## src/rtl/coffee_pkg.sv

```systemverilog
// Shared definitions for the coffee brew arbiter.
//
// Holds the FSM state encoding, default pricing parameters and the
// round-robin selection helper used by the top level.
package coffee_pkg;

    // State encoding of the service FSM
    localparam logic [2:0] ST_IDLE    = 3'd0;
    localparam logic [2:0] ST_GRANT   = 3'd1;
    localparam logic [2:0] ST_BREW    = 3'd2;
    localparam logic [2:0] ST_DELIVER = 3'd3;
    localparam logic [2:0] ST_REFUND  = 3'd4;

    typedef enum logic [2:0] {
        IDLE    = ST_IDLE,
        GRANT   = ST_GRANT,
        BREW    = ST_BREW,
        DELIVER = ST_DELIVER,
        REFUND  = ST_REFUND
    } state_e;

    localparam int DEFAULT_PRICE      = 2;
    localparam int DEFAULT_MAX_CREDIT = 7;

    // Widest panel count the round-robin helper supports
    localparam int RR_MAX = 8;

    // Returns the first set bit of pending at or after ptr, wrapping at n.
    // Only the lowest n bits of pending are considered.
    function automatic logic [2:0] rr_pick(input logic [RR_MAX-1:0] pending,
                                           input logic [2:0]        ptr,
                                           input int                n);
        logic [3:0] idx;
        logic [2:0] pick;
        logic       found;
        pick  = ptr;
        found = 1'b0;
        for (int i = 0; i < RR_MAX; i++) begin
            idx = {1'b0, ptr} + 4'(i);
            if (idx >= 4'(n)) begin
                idx = idx - 4'(n);
            end
            if (i < n && !found && pending[idx[2:0]]) begin
                pick  = idx[2:0];
                found = 1'b1;
            end
        end
        return pick;
    endfunction

endpackage

```

## src/rtl/coffee_panel_credit.sv

```systemverilog
// Per-panel credit bookkeeping.
//
// Detects coin and buy rising edges, keeps a saturating credit counter,
// rejects coins that would overflow the counter and tracks whether a
// purchase is pending for this panel.
//
// Ports:
//   clk, rst_n    clock and asynchronous active-low reset
//   coin, buy     raw panel levels; one event per 0->1 transition
//   dec           remove one credit (refund of leftover credit)
//   sub_price     charge one cup and clear the pending request (grant)
//   add_price     give one cup's worth back (brewer timeout)
//   credit        current credit
//   credit_next   credit after this cycle's updates
//   pending       a purchase is waiting for the brewer
//   reject        one-cycle refund pulse for a rejected coin
module coffee_panel_credit
    import coffee_pkg::*;
#(
    parameter int PRICE      = DEFAULT_PRICE,
    parameter int MAX_CREDIT = DEFAULT_MAX_CREDIT,
    parameter int CREDIT_W   = 3
) (
    input  logic                clk,
    input  logic                rst_n,
    input  logic                coin,
    input  logic                buy,
    input  logic                dec,
    input  logic                sub_price,
    input  logic                add_price,
    output logic [CREDIT_W-1:0] credit,
    output logic [CREDIT_W-1:0] credit_next,
    output logic                pending,
    output logic                reject
);

    // Two spare bits so the intermediate sum never wraps; the top bit
    // doubles as an underflow indicator.
    localparam int SUM_W = CREDIT_W + 2;

    logic                coin_q, buy_q;
    logic [CREDIT_W-1:0] credit_q, credit_d;
    logic                pending_q, pending_d;
    logic                reject_q, reject_d;
    logic                coin_rise, buy_rise;
    logic [SUM_W-1:0]    sum;

    // Credit arithmetic: a coin is rejected only when the counter is full
    // and nothing is being taken out this cycle, so a coin arriving during
    // a decrement simply cancels it out.
    always_comb begin
        coin_rise = coin & ~coin_q;
        buy_rise  = buy & ~buy_q;
        reject_d  = coin_rise && (credit_q == CREDIT_W'(MAX_CREDIT))
                    && !dec && !sub_price;

        sum = {2'b00, credit_q};
        if (coin_rise && !reject_d) sum = sum + SUM_W'(1);
        if (add_price)              sum = sum + SUM_W'(PRICE);
        if (sub_price)              sum = sum - SUM_W'(PRICE);
        if (dec)                    sum = sum - SUM_W'(1);

        if (sum[SUM_W-1]) begin
            credit_d = '0;
        end else if (sum > SUM_W'(MAX_CREDIT)) begin
            credit_d = CREDIT_W'(MAX_CREDIT);
        end else begin
            credit_d = sum[CREDIT_W-1:0];
        end

        // A panel that is having credit refunded cannot order, and an order
        // must still be affordable after this cycle's charge.
        pending_d = pending_q;
        if (sub_price) begin
            pending_d = 1'b0;
        end else if (buy_rise && !pending_q && !dec
                     && credit_q >= CREDIT_W'(PRICE)
                     && credit_d >= CREDIT_W'(PRICE)) begin
            pending_d = 1'b1;
        end
    end

    always_ff @(posedge clk or negedge rst_n) begin
        if (!rst_n) begin
            coin_q    <= 1'b0;
            buy_q     <= 1'b0;
            credit_q  <= '0;
            pending_q <= 1'b0;
            reject_q  <= 1'b0;
        end else begin
            coin_q    <= coin;
            buy_q     <= buy;
            credit_q  <= credit_d;
            pending_q <= pending_d;
            reject_q  <= reject_d;
        end
    end

    assign credit      = credit_q;
    assign credit_next = credit_d;
    assign pending     = pending_q;
    assign reject      = reject_q;

endmodule

```

## src/rtl/coffee_brew_arbiter.sv

```systemverilog
// Shares one brewer between N_PANEL customer panels.
//
// Pending purchases are granted round-robin; the brewer is started with a
// one-cycle pulse and must answer with brew_done within BREW_TO cycles.
// After delivery any leftover credit of the served panel is refunded coin
// by coin. A brewer timeout sets a sticky fault that blocks new grants.
//
// Ports:
//   clk, rst_n    clock and asynchronous active-low reset
//   coin, buy     per-panel coin and buy levels
//   brew_done     brewer completion pulse
//   brew_start    one-cycle brewer start pulse
//   coffee        one-cycle delivery pulse to the served panel
//   refund        one pulse per coin returned, per panel
//   grant_id      index of the panel being (or last) served
//   fault         sticky brewer-timeout flag
module coffee_brew_arbiter
    import coffee_pkg::*;
#(
    parameter int N_PANEL    = 2,
    parameter int PRICE      = DEFAULT_PRICE,
    parameter int MAX_CREDIT = DEFAULT_MAX_CREDIT,
    parameter int CREDIT_W   = 3,
    parameter int BREW_TO    = 64
) (
    input  logic                       clk,
    input  logic                       rst_n,
    input  logic [N_PANEL-1:0]         coin,
    input  logic [N_PANEL-1:0]         buy,
    input  logic                       brew_done,
    output logic                       brew_start,
    output logic [N_PANEL-1:0]         coffee,
    output logic [N_PANEL-1:0]         refund,
    output logic [$clog2(N_PANEL)-1:0] grant_id,
    output logic                       fault
);

    localparam int ID_W = $clog2(N_PANEL);
    localparam int TO_W = $clog2(BREW_TO + 1);

    state_e              state_q, state_d;
    logic [ID_W-1:0]     g_q, g_d;
    logic [ID_W-1:0]     rr_ptr_q, rr_ptr_d;
    logic [TO_W-1:0]     to_cnt_q, to_cnt_d;
    logic                fault_q, fault_d;

    logic [N_PANEL-1:0]  dec, sub_price, add_price, pending, reject;
    logic [CREDIT_W-1:0] credit      [N_PANEL];
    logic [CREDIT_W-1:0] credit_next [N_PANEL];
    logic [RR_MAX-1:0]   pend_ext;
    logic [2:0]          ptr_ext;
    logic [2:0]          pick;

    for (genvar i = 0; i < N_PANEL; i++) begin : g_panel
        coffee_panel_credit #(
            .PRICE      (PRICE),
            .MAX_CREDIT (MAX_CREDIT),
            .CREDIT_W   (CREDIT_W)
        ) u_panel (
            .clk         (clk),
            .rst_n       (rst_n),
            .coin        (coin[i]),
            .buy         (buy[i]),
            .dec         (dec[i]),
            .sub_price   (sub_price[i]),
            .add_price   (add_price[i]),
            .credit      (credit[i]),
            .credit_next (credit_next[i]),
            .pending     (pending[i]),
            .reject      (reject[i])
        );
    end

    // Round-robin candidate, widened to the helper's fixed width
    always_comb begin
        pend_ext                = '0;
        pend_ext[N_PANEL-1:0]   = pending;
        ptr_ext                 = '0;
        ptr_ext[ID_W-1:0]       = rr_ptr_q;
        pick                    = rr_pick(pend_ext, ptr_ext, N_PANEL);
    end

    // Next-state logic and the credit controls sent to the served panel
    always_comb begin
        state_d   = state_q;
        g_d       = g_q;
        rr_ptr_d  = rr_ptr_q;
        to_cnt_d  = '0;
        fault_d   = fault_q;
        dec       = '0;
        sub_price = '0;
        add_price = '0;

        case (state_q)
            IDLE: begin
                if (!fault_q && pending != '0) begin
                    g_d     = pick[ID_W-1:0];
                    state_d = GRANT;
                end
            end
            GRANT: begin
                sub_price[g_q] = 1'b1;
                rr_ptr_d = (g_q == ID_W'(N_PANEL - 1)) ? '0 : g_q + ID_W'(1);
                state_d  = BREW;
            end
            BREW: begin
                // Completion wins over a timeout landing in the same cycle
                if (brew_done) begin
                    state_d = DELIVER;
                end else if (to_cnt_q == TO_W'(BREW_TO - 1)) begin
                    fault_d        = 1'b1;
                    add_price[g_q] = 1'b1;
                    state_d        = REFUND;
                end else begin
                    to_cnt_d = to_cnt_q + TO_W'(1);
                end
            end
            DELIVER: begin
                // A repeat order keeps its credit for the next cup
                if (credit[g_q] == '0 || pending[g_q]) begin
                    state_d = IDLE;
                end else begin
                    state_d = REFUND;
                end
            end
            REFUND: begin
                if (credit[g_q] != '0) begin
                    dec[g_q] = 1'b1;
                end
                // Coins landing now keep the refund going
                if (credit_next[g_q] == '0) begin
                    state_d = IDLE;
                end
            end
            default: begin
                state_d = IDLE;
            end
        endcase
    end

    always_ff @(posedge clk or negedge rst_n) begin
        if (!rst_n) begin
            state_q  <= IDLE;
            g_q      <= '0;
            rr_ptr_q <= '0;
            to_cnt_q <= '0;
            fault_q  <= 1'b0;
        end else begin
            state_q  <= state_d;
            g_q      <= g_d;
            rr_ptr_q <= rr_ptr_d;
            to_cnt_q <= to_cnt_d;
            fault_q  <= fault_d;
        end
    end

    // Outputs decoded from registered state only
    always_comb begin
        brew_start = (state_q == GRANT);
        coffee     = '0;
        refund     = reject;
        if (state_q == DELIVER) begin
            coffee[g_q] = 1'b1;
        end
        if (state_q == REFUND && credit[g_q] != '0) begin
            refund[g_q] = 1'b1;
        end
    end

    assign grant_id = g_q;
    assign fault    = fault_q;

endmodule

```

## config.mk

```make
export PLATFORM = sky130hd
export DESIGN_NAME = coffee_brew_arbiter
export DESIGN_NICKNAME = d
export VERILOG_FILES = /design/src/rtl/coffee_pkg.sv /design/src/rtl/coffee_panel_credit.sv /design/src/rtl/coffee_brew_arbiter.sv
export SDC_FILE = /design/constraint.sdc
export NUM_CORES = 1
export LEC_CHECK = 0
export CAP_MARGIN = 20
export CORE_ASPECT_RATIO = 0.6
export CORE_MARGIN = 5
export CORE_UTILIZATION = 35
export CTS_CLUSTER_DIAMETER = 40
export DETAILED_ROUTE_END_ITERATION = 16
export GPL_ROUTABILITY_DRIVEN = 0
export RECOVER_POWER = 50
export SYNTH_ARGS = -nofsm -noshare
export SYNTH_HDL_FRONTEND = slang
export SYNTH_HIERARCHICAL = 1
export SYNTH_SLANG_ARGS = --single-unit
```

## constraint.sdc

```tcl
create_clock -name clk -period 5.57 [get_ports clk]
set_input_delay 1.114 -clock clk [delete_from_list [all_inputs] [get_ports clk]]
set_output_delay 1.114 -clock clk [all_outputs]
set_load 0.05 [all_outputs]
```

; After elaboration in Yosys (flattened, before gate mapping)
; Cells that the tools add are included.
[totals]
input_bits = 7
output_inout_bits = 7
regBits = 27
[op_classes]
n_reduce_logical = 41
eq_ne = 10
add_sub_neg = 13
n_mux = 53
bitwise = 11
magnitude_cmp = 13
[op_table]
columns = op, n
row1 = 3-bit 2-to-1 mux, 17
row2 = 5-bit 2-to-1 mux, 8
row3 = 7-bit 2-to-1 mux, 3
row4 = 1-bit logical AND, 20
row5 = 2-bit 2-to-1 mux, 8
row6 = 3-bit case mux with 5 select lines, 1
row7 = 1-bit 2-to-1 mux, 13
row8 = 3-bit by 2-bit >= comparator with 1-bit output (second input constant), 4
row9 = 5-bit by 2-bit adder with 5-bit output (second input constant), 2
row10 = 5-bit by 3-bit > comparator with 1-bit output (second input constant), 2
row11 = 1-bit zero test, 10
row12 = 5-bit by 1-bit subtractor with 5-bit output (second input constant), 2
row13 = 5-bit by 2-bit subtractor with 5-bit output (second input constant), 2
row14 = 3-bit == test (second input constant), 3
row15 = 3-bit zero test, 3
row16 = 3-bit by 1-bit adder with 4-bit output (second input constant), 2
row17 = 3-bit by 4-bit < comparator with 1-bit output (second input constant), 2
row18 = 7-bit by 1-bit adder with 7-bit output (second input constant), 1
row19 = 7-bit by 6-bit == test with 1-bit output (second input constant), 1
row20 = 1-bit binary-select mux with 3-bit select, 2
row21 = 3-bit by 2-bit == test with 1-bit output (second input constant), 2
row22 = 3-bit AND reduction, 2
row23 = 2-bit nonzero test, 3
row24 = 1-bit inverter, 5
row25 = 18 further kinds, 23

; Longest topological paths before layout
[logic_depth]
ltp_word = 28
ltp_mapped = 22

; Modules after synthesis
; Netlist, hierarchy kept.
[by_module_without_submodules]
columns = module, area_per_inst_um2, cells_each, n_inst
row1 = coffee_panel_credit, 752.0, 80, 2
row2 = coffee_brew_arbiter, 737.0, 75, 1

; Worst setup path after synthesis
; OpenSTA, ideal clock, no wires.
[synth_timing]
path_type = register to register
startpoint = reg g_q (netlist: grant_id)
endpoint = reg state_q[2]
slack_ns = 0.814
t_arrival_ns = 4.623
path_stages_with_launch = 23
period_less_slack_ns = 4.756
path_buffers = 1
path_cell_list = dfrtp_1 -> buf_2 -> inv_1 -> nor3_1 -> or3b_4 -> nand2_1 -> mux2i_1 -> inv_1 -> ha_1 -> nand2_1 -> o41ai_2 -> o21bai_1 -> inv_1 -> ha_1 -> nand2_1 -> xnor2_2 -> nand2_1 -> o32ai_1 -> a211oi_1 -> nor4b_2 -> nor3_2 -> nor4_2 -> nor3_2
[synth_rtl]
columns = item, line_no
row1 = start: declaration, coffee_brew_arbiter.sv:42  ; logic [ID_W-1:0] g_q, g_d;
row2 = start signal: assignment, coffee_brew_arbiter.sv:150  ; g_q <= g_d;
row3 = end signal: assignment, coffee_brew_arbiter.sv:149  ; state_q <= state_d;
row4 = end: declaration, coffee_brew_arbiter.sv:41  ; state_e state_q, state_d;

==> flow_metrics.env <==
export IMPL_layout_drive_gt1_share_pct=17.00
export IMPL_start_util_pct=36.34
export IMPL_first_pass_iters=4
export IMPL_ctsHoldBuffers=0
export IMPL_cts_max_path_buffers=2
export IMPL_grt_max_degree=28
export IMPL_cts_tree="built"
export IMPL_dieArea_sq_um=8155
export IMPL_synthTopCellsByCount="dfrtp_1, nor2_1, nand2_1"
export IMPL_internal_power_uw=640.9
export IMPL_synth_nets=253
export IMPL_post_cts_resize_count=0
export IMPL_dpl_worst_slack_ns=0.2421
export IMPL_max_slew_margin_pct=2.224
export IMPL_std_cell_rows=22
export IMPL_core_area_sq_um=6166
export IMPL_synthDistinctLibCells=54
export IMPL_timing_final_crit_share_pct=90.86
export IMPL_max_cap_violations=0
export IMPL_root_buffer="clkbuf_8"
export IMPL_cp_max_fo=9
export IMPL_drt_iter0_drc=131
export IMPL_critical_path_required_ns=5.71
export IMPL_postCtsSetupBuffers=0
export IMPL_drc=0
export IMPL_clkPwrFrac_pct=8.8
export IMPL_fin_skew_ns=0.01262
export IMPL_n_antenna_cell=0
export IMPL_dieHeight_microns=71.98
export IMPL_stdcell_area_sq_um=2546
export IMPL_avgRoutedWirePerCell_microns=14.55
export IMPL_grt_setup_unrepaired="no"
export IMPL_multi_input_area_sq_um=1478
export IMPL_min_path_type="flip-flop to flip-flop"
export IMPL_reg2reg_setup_slack_ns=0.60
export IMPL_synth_area_sq_um=2241
export IMPL_fillers=625
export IMPL_antenna_found_initial=0
export IMPL_swShare_pct=49.88
export IMPL_totalWireLength_microns=4902
export IMPL_synth_warnings=6
export IMPL_yosys_area_top_type="dfrtp_1"
export IMPL_ir_drop_mv=0.1901
export IMPL_viasPerCell=5.220
export IMPL_finalSetupViolations=0
export IMPL_numCtsBuffers=3
export IMPL_dp_hpwl_microns=3850
export IMPL_area_growth_pct=13.62
export IMPL_arrival_ns=5.21
export IMPL_yosys_most_used_dff="dfrtp_1"
export IMPL_crit_start="coin[0]"
export IMPL_ys_top_cells_by_area="dfrtp_1, ha_1, nor2_1, nand2_1, xnor2_1"
export IMPL_period_minus_slack_ns=5.061
export IMPL_final_seq_area_sq_um=675.6
export IMPL_powerDensity_nw_per_um2=502.2
export IMPL_numPortBuffers=13
export IMPL_final_nets=272
export IMPL_synth_edf_count=0
export IMPL_rr_endpoint="state_q[2]$_DFFE_PN0P_"
export IMPL_hold_violations=0
export IMPL_synth_most_common_cell="dfrtp_1"
export IMPL_drtAntennaViolNets=0
export IMPL_clk_latency_ns=0.28
export IMPL_whs_ns=0.4567
export IMPL_h_tree_depth=1
export IMPL_power_switching_uw=637.8
export IMPL_synth_top_cell_area_share_pct=30.15
export IMPL_ys_seq_area_share_pct=30.15
export IMPL_startpoint_type="input pin"
export IMPL_syn_inst=235
export IMPL_grt_pass1_wl_microns=8500
export IMPL_pwr_share_comb_pct=64.6
export IMPL_cts_clk_slew_worst_paths_ns=0.10
export IMPL_slew_violations=0
export IMPL_worstMarginPinSlew_ns=1.467
export IMPL_ys_ff_latch=27
export IMPL_dieWidth_microns=113.3
export IMPL_async_reset_ff_share_pct=100.0
export IMPL_path_class="input pin to flip-flop"
export IMPL_syn_area_per_cell_sq_um=9.536
export IMPL_status="complete, no violations"
export IMPL_power_leakage_uw=0.001012
export IMPL_crit_reg2reg_launch="g_panel[0].u_panel/credit[2]$_DFF_PN0_"
export IMPL_finalCoreUtilization_pct=41.29
export IMPL_vias=1759
export IMPL_fin_tns_setup_ns=0
export IMPL_rr_worst_depth=22
export IMPL_crit_end="state_q[2]$_DFFE_PN0P_"
export IMPL_grt_pass1_vias=1760
export IMPL_worstSetupEndpointType="flip-flop"
export IMPL_p_seq_share_pct=26.5
export IMPL_grt_use_total_pct=12.49
export IMPL_clock_sinks=27
export IMPL_num_io_pins=14
export IMPL_finalWorstSetupSlack_ns=0.5089
export IMPL_max_freq_mhz=197.6
export IMPL_placed_cell_area_sq_um=2501
export IMPL_grt_ovfl_total=0
==> power by group through the flow <==
stage               registers, uW  clock network (uW)  logic (uW)
floorplan                     317                   0         644
global placement              340                   0         818
detailed placement            341                   0         821
CTS                           337                 119         828
global route                  348                 126         924
finish                        339                 113         826
==> metal layers <==
metal  vias to the layer above  wire length [microns]  part of all wire (%)  GRT usage, %
met5                         -                      0                     0             0
met4                         0                      4                 0.082        0.9333
met3                         2                    350                   7.1         2.750
met2                        43                   1863                    38         17.91
met1                       817                   2684                    55         19.74
li1                        897                      -                     -             -
==> registers in the layout, summed over array words and instances, names as in the netlist <==
| name | flops |
|---|---|
| g_panel.u_panel/reject | 2 |
| state_q | 3 |
| g_panel.u_panel/pending | 2 |
| g_panel.u_panel/credit | 6 |
| g_panel.u_panel/buy_q | 2 |
| fault | 1 |
| grant_id | 1 |
| g_panel.u_panel/coin_q | 2 |
| to_cnt_q | 7 |
| rr_ptr_q | 1 |
==> per-stage QoR <==
step | cells | power (uW)
2_1_floorplan | 235 | 960.8
5_1_grt | 337 | 1398
4_1_cts | 337 | 1285
3_5_place_dp | 333 | 1162
6_report | 337 | 1279
3_3_place_gp | 333 | 1158
==> layout make-up <==
class                           count  area share, %
Clock buffer                        3          1.622
Clock inverter                      1         0.2948
Inverter                           16          2.359
Multi-Input combinational cell    186          58.03
Sequential cell                    27          26.54
Tap cell                           84          4.128
Timing Repair Buffer               20          7.027
==> placed cells by master, fill, tap and decap left out, types with 5 or more instances in the layout <==
cell type	count
dfrtp_1	27
nor2_1	25
nand2_1	19
inv_1	16
ha_1	11
nand3_1	10
clkdlybuf4s50_1	9
xnor2_1	8
o21ai_0	8
nand2b_1	6
buf_4	6
nor3_2	5
nor4_1	5
==> critical path, cell delays in order <==
cell,delay [ns]
clkdlybuf4s50_1,0.49
nor2b_1,0.25
nand2_1,0.17
mux2i_1,0.42
inv_1,0.09
ha_1,0.30
nand2_1,0.08
o41ai_2,0.09
o21bai_1,0.20
inv_1,0.14
ha_1,0.16
nand2_1,0.08
xnor2_2,0.45
nand2_1,0.10
o32ai_1,0.24
a211oi_1,0.15
nor4_2,0.27
nor3_2,0.07
nor4_2,0.29
nor3_2,0.06
==> cell families after synthesis <==
| logic type | after synthesis | share of synthesized area, % |
|---|---|---|
| compound gates | 43 | 14.96 |
| fa+ha+maj | 11 | 6.142 |
| flops | 27 | 30.15 |
| mux | 9 | 4.523 |
| simple gates | 105 | 29.03 |
| xor+xnor | 18 | 11.28 |
| buf+inv | 22 | 3.909 |
==> worst min-delay path by stage <==
| stage | end | slack (ns) | cells after the start | from |
|---|---|---|---|---|
| after CTS | to_cnt_q[0]$_DFF_PN0_ | 0.47 | 1 | to_cnt_q[0]$_DFF_PN0_ |
| after global routing | to_cnt_q[0]$_DFF_PN0_ | 0.48 | 1 | to_cnt_q[0]$_DFF_PN0_ |
| after floorplan | to_cnt_q[0]$_DFF_PN0_ | 0.42 | 1 | to_cnt_q[0]$_DFF_PN0_ |
| after global placement | to_cnt_q[0]$_DFF_PN0_ | 0.45 | 1 | to_cnt_q[0]$_DFF_PN0_ |
| final | to_cnt_q[0]$_DFF_PN0_ | 0.46 | 1 | to_cnt_q[0]$_DFF_PN0_ |
| after detailed placement | to_cnt_q[0]$_DFF_PN0_ | 0.45 | 1 | to_cnt_q[0]$_DFF_PN0_ |
Power figures use the tool's default switching activity.
